<file path="config.mk">
export PLATFORM = sky130hd
export DESIGN_NAME = demux4x32_reg
export DESIGN_NICKNAME = d
export VERILOG_FILES = /design/src/rtl/demux4x32_reg.sv
export SDC_FILE = /design/constraint.sdc
export NUM_CORES = 1
export LEC_CHECK = 0
export ABC_CLOCK_PERIOD_IN_PS = 6300
export CAP_MARGIN = 40
export CORE_MARGIN = 5
export CORE_UTILIZATION = 30
export DETAILED_ROUTE_END_ITERATION = 16
export PLACE_DENSITY_LB_ADDON = 0.08
export SYNTH_ARGS = -nofsm -noshare
export SYNTH_HDL_FRONTEND = slang
export SYNTH_SLANG_ARGS = --single-unit
</file>
<file path="constraint.sdc">
create_clock -name clk -period 6.3 [get_ports clk]
set_input_delay 1.89 -clock clk [delete_from_list [all_inputs] [get_ports clk]]
set_output_delay 1.89 -clock clk [all_outputs]
set_load 0.005 [all_outputs]
</file>
<file path="src/rtl/demux4x32_reg.sv">
// rtl/demux4x32_reg.sv - one-to-four demultiplexer with a one-entry holding register per lane
module demux4x32_reg #(
    parameter int WIDTH = 32,
    parameter int CNTW  = 16
) (
    input  logic             clk,
    input  logic             rst,
    input  logic             in_valid,
    output logic             in_ready,
    input  logic [1:0]       in_sel,
    input  logic [WIDTH-1:0] in_data,
    output logic [3:0]       out_valid,
    input  logic [3:0]       out_ready,
    output logic [WIDTH-1:0] out_data0,
    output logic [WIDTH-1:0] out_data1,
    output logic [WIDTH-1:0] out_data2,
    output logic [WIDTH-1:0] out_data3,
    output logic             busy,
    output logic [CNTW-1:0]  xfer_cnt
);

    logic [3:0]       valid_q;
    logic [WIDTH-1:0] data_q [4];
    logic [CNTW-1:0]  cnt_q;
    logic             accept;
    logic [3:0]       load;

    // A lane can take a word when it is empty or is being drained on this same edge.
    assign in_ready = !valid_q[in_sel] || out_ready[in_sel];
    assign accept   = in_valid && in_ready;

    // One-hot load strobe for the selected lane; other lanes are untouched by the input side.
    always_comb begin
        load = 4'b0000;
        if (accept) begin
            load[in_sel] = 1'b1;
        end
    end

    // Lane occupancy: a load wins over a delivery, so drain-and-refill leaves no bubble.
    always_ff @(posedge clk or posedge rst) begin
        if (rst) begin
            valid_q <= 4'b0000;
        end else begin
            for (int i = 0; i < 4; i++) begin
                if (load[i]) begin
                    valid_q[i] <= 1'b1;
                end else if (out_ready[i]) begin
                    valid_q[i] <= 1'b0;
                end
            end
        end
    end

    // Lane data only changes on a load, so an emptied lane keeps showing its last word.
    always_ff @(posedge clk or posedge rst) begin
        if (rst) begin
            for (int i = 0; i < 4; i++) begin
                data_q[i] <= '0;
            end
        end else begin
            for (int i = 0; i < 4; i++) begin
                if (load[i]) begin
                    data_q[i] <= in_data;
                end
            end
        end
    end

    // Accepted-word counter, wraps naturally at its width.
    always_ff @(posedge clk or posedge rst) begin
        if (rst) begin
            cnt_q <= '0;
        end else if (accept) begin
            cnt_q <= cnt_q + CNTW'(1);
        end
    end

    assign out_valid = valid_q;
    assign out_data0 = data_q[0];
    assign out_data1 = data_q[1];
    assign out_data2 = data_q[2];
    assign out_data3 = data_q[3];
    assign busy      = |valid_q;
    assign xfer_cnt  = cnt_q;

endmodule

</file>
# Word-level counts from Yosys, hierarchy flattened
# Cells that the tools add are included.
# classes
n_addsub	1
order_cmp	2
mux	15
reduce_logical	9
# ops
op	count
$add 16x1->16 const B	1
$mux 1	11
$reduce_bool 2->1	4
$bmux 1 s2	2
$mux 4	1
$reduce_or 4->1	1
$lt 2x3->1 const B	1
$demux 1 s2	1
$ge 2x1->1 const B	1
$logic_and 1x1->1	2
$logic_not 1->1	1
$logic_or 1x1->1	1
# totals
ff_bits	148
out_inout_bits	150
word_cells	36

# Longest topological paths before layout
# Gate-level depths: netlist (run 1).
# depth
word_depth	7
depth_mapped	5
ltp_nobuf	5

# Least setup slack after synthesis (run 1)
# No wires, ideal clock.
# synth_timing
path_type	in2out
startpoint	in out_ready[0]
endpoint	out in_ready
arrival_time_ns	2.537
slack_ns	1.873
cell_stages	2
n_path_buf	0
cell_sequence	nand2b_1 mux4_2
# synth_between
elab_chain_len	3
# synth_lines
element	line	source
from (decl)	13	input logic [3:0] out_ready,
$bmux 1 s2	29	assign in_ready = !valid_q[in_sel] || out_ready[in_sel];
$mux 1 (not written as such)	29	
$logic_or 1x1->1	29	
to (decl)	9	output logic in_ready,
# No other way between the ends. The select of a mux whose other input is x is not followed.

# Worst setup path after layout (run 1)
# layout_timing
startpoint	in out_ready[1]
endpoint	out in_ready
# Same word-level chain as after synthesis.

==> results of run 1 <==
## cell type report
type	count	area, µm²	share of cell area (%)
multi-input cells	194	1900	22.4
repair buffers	196	1980	23.4
clock inverters	14	140	1.65
inverters	3	16.3	0.192
well taps	234	293	3.46
flip-flops and latches	148	3700	43.7
clock buffers	18	439	5.18
## cell families after synthesis
| group | synth area share (%) |
|---|---|
| AO/OA/AOI/OAI | 0.0880 |
| AND/OR/NAND/NOR | 4.80 |
| buffers and inverters | 1.61 |
| adder cells (fa/ha/maj) | 0.220 |
| flip-flops | 65.2 |
| multiplexers | 25.8 |
| XOR/XNOR | 2.31 |
## flip-flops by register name (all words and copies together) (netlist names)
signal and count:
xfer_cnt 16, out_data0 32, out_valid 4, out_data2 32, out_data3 32, out_data1 32
## power breakdown
part / switching, W / leakage [nW] / internal [W] / total, W
logic: 0.000240 / 1.46 / 0.000506 / 0.000745
clock network: 0.000423 / 0.275 / 0.000566 / 0.000989
registers: 0.000127 / 1.77 / 0.00115 / 0.00128
## Yosys cell counts (3+ instances only)
| cell type | number |
|---|---|
| and3_1 | 3 |
| mux2_2 | 82 |
| xnor2_1 | 10 |
| nand2b_1 | 4 |
| inv_1 | 3 |
| dfrtp_1 | 148 |
| xor2_1 | 5 |
| nand2_1 | 14 |
| buf_2 | 7 |
| nor2_1 | 5 |
| mux2_1 | 46 |
| nand4_1 | 6 |
| nor3_1 | 3 |
| buf_4 | 6 |
## metrics by stage
step | instance area (µm²) | util (%) | cells | hold WS (ns)
finish | 8470 | 45.3 | 807 | 0.462
global route | 8470 | 45.3 | 807 | 0.501
CTS | 8470 | 45.3 | 807 | 0.470
detailed placement | 7890 | 42.2 | 775 | 0.457
global placement | 7840 | 41.9 | 773 | 0.455
floorplan | 5680 | - | 358 | 0.465
## layer usage
| metal | wire length, µm | up-vias | part of all wire [%] |
|---|---|---|---|
| li1 | - | 1666 | - |
| met1 | 6030 | 1829 | 41 |
| met2 | 7430 | 102 | 50 |
| met3 | 1210 | 12 | 8.2 |
| met4 | 172 | 0 | 1.2 |
| met5 | 0 | - | 0 |
## worst paths after layout
check                           endpoint  cells past startpoint  slack (ns)
setup / recovery                in_ready                      4        0.92
hold / removal              xfer_cnt[15]                      1        0.46
setup reg to reg           out_data3[13]                      4        4.51
hold reg to reg             xfer_cnt[15]                      1        0.46
max in group asynchronous   out_data1[1]                      3        3.74
min in group asynchronous  out_data1[12]                      2        1.84
## worst max-delay path: cells and delay by family
family,cells,cell delay (ns)
buffers and inverters,2,0.90
multiplexers,1,0.52
AND/OR/NAND/NOR,1,0.18
==> summary.md, run 1 <==
| Metric | Value |
|---|---|
| Critical path startpoint | `out_ready[1]` |
| Post-synth top area share | `65.2%` |
| Largest net degree at the start of global routing | `87` |
| Crit-path slowest cell | `mux4_2` |
| Required @ worst endpoint | `4.41 ns` |
| I/O pin cnt | `191` |
| Vias/cell | `4.47` |
| Maximum clock frequency | `0.186 GHz` |
| Crit path launch type | `input port` |
| Worst-Skew Late Latency | `0.41 ns` |
| Most frequent cells in the layout | `190 x clkdlybuf4s50_1, 148 x dfrtp_1, 82 x mux2_2, 46 x mux2_1, 17 x clkbuf_16` |
| Fin crit period | `5.38 ns` |
| Max-slew headroom | `62.1%` |
| Max-cap violations | `0` |
| Gr ovfl total | `0` |
| CTS resizes | `0` |
| Initial drt markers | `82` |
| Top area cells in the synthesized netlist | `dfrtp_1 65%, mux2_2 16%, mux2_1 9.1%` |
| Share of cells above drive strength 1 | `22.5%` |
| Cell Area, Synth | `0.00568 mm²` |
| Initial antenna violation count | `0` |
| Drc violations | `0` |
| Busiest grt layer | `met2` |
| Worst EP arrival | `3.49 ns` |
| Via count | `3,609` |
| TritonCTS clock tree | `built` |
| Commonest non-fill, non-tap cell in the layout | `clkdlybuf4s50_1` |
| Total CTS buffers | `17` |
| Area Overhead vs Synth | `49.1%` |
| Height of the die | `148 µm` |
| Die area | `0.0218 mm²` |
| Endpoints failing hold | `0` |
| Critical Path Fanout Max | `4` |
| Clock slew at reported path FFs | `0.06 ns` |
| Lkg Pwr | `3.50 nW` |
| Tot GR Track Use | `14.0%` |
| Post-synth EDFFs | `0` |
| Antenna viol nets, final | `0` |
| Post-synthesis async set-or-reset flop share | `100%` |
| Core box area | `0.0187 mm²` |
| # setup viols final | `0` |
| Period utilization | `85.3%` |
| Status | `finished clean` |
| DRT Pass-1 Iters | `4` |
| Most used DFF post-synth | `dfrtp_1` |
| Starting Density | `30.4%` |
| Synthesized area per cell | `15.9 µm²` |
| Worst path cell trace | `clkdlybuf4s50_1 > nand2b_1 > mux4_2 > clkdlybuf4s50_1` |
| GPL Wtd Cong | `0.748` |
| Worst setup margin | `0.924 ns` |
| CTS sink cnt | `148` |
| #FFs+latches synth | `148` |
| Final HPWL DP | `10,100 µm` |
| Final Total Pwr | `0.00301 W` |
| Cell taking the most area after synthesis | `dfrtp_1` |
| Max Slew Vio Count | `0` |
| H-tree Lvls | `4` |
| Diodes inserted | `0` |
| Net Count, Synth | `400` |
| Pre-CTS setup slack | `0.933 ns` |
| Max VDD drop | `0.229 mV` |
| First-pass GRT wire length | `23,500 µm` |
| Final Net Count | `602` |
| Drt total wl | `14,800 µm` |
| Hold buffers post-CTS | `0` |
| Hold_sp | `xfer_cnt[15]` |
| Grt met2 use | `23.1%` |
| Cells after synthesis | `358` |
| Unique masters post-synth | `27` |
| Vias in the first global route | `4,048` |
| Hold WC Path Type | `flip-flop to flip-flop` |
| WS Path Type | `input port to output pin` |
| Post-CTS Setup Bufs | `0` |
| Setup crit end kind | `output pin` |
| Post-synthesis sequential area ratio | `65.2%` |
| Die width | `148 µm` |
| CTS Root Cell | `clkbuf_16` |
| Synth Warn # | `0` |
| RSZ-0062 raised after global routing | `false` |
| RR Startpoint | `out_valid[3]` |
| FILL cells | `1,695` |
| Worst Max-Slew Pin Slew | `0.569 ns` |
| I/O Buffers | `190` |
| Met1 Usage GRT | `16.6%` |
| Worst path most repeated cell | `clkdlybuf4s50_1` |
| Highest cell delay on the worst timing path | `0.52 ns` |
| Power Dens Cells | `356 mW/mm²` |
| Worst clock skew | `0.00742 ns` |
| WL/cell | `18.4 µm` |
| Max Root-Sink Buffers | `2` |
| TNS Setup | `0 ns` |
| Rows | `50` |
| GRT met3 Usage | `5.95%` |
Power figures use the tool's default switching activity.
==> inputs of run 2 (changes only) <==
--- a/config.mk
+++ b/config.mk
@@ -14,3 +14,4 @@
 export SYNTH_ARGS = -nofsm -noshare
 export SYNTH_HDL_FRONTEND = slang
 export SYNTH_SLANG_ARGS = --single-unit
+export TNS_END_PERCENT = 20
==> results of run 2 <==
Same layout as run 1: the final DEF is identical, and so are final timing and power.
==> inputs of run 3 (changes only) <==
--- a/config.mk
+++ b/config.mk
@@ -5,7 +5,6 @@
 export SDC_FILE = /design/constraint.sdc
 export NUM_CORES = 1
 export LEC_CHECK = 0
-export ABC_CLOCK_PERIOD_IN_PS = 6300
 export CAP_MARGIN = 40
 export CORE_MARGIN = 5
 export CORE_UTILIZATION = 30
==> results of run 3 <==
Same layout as run 1: the final DEF is identical, and so are final timing and power.
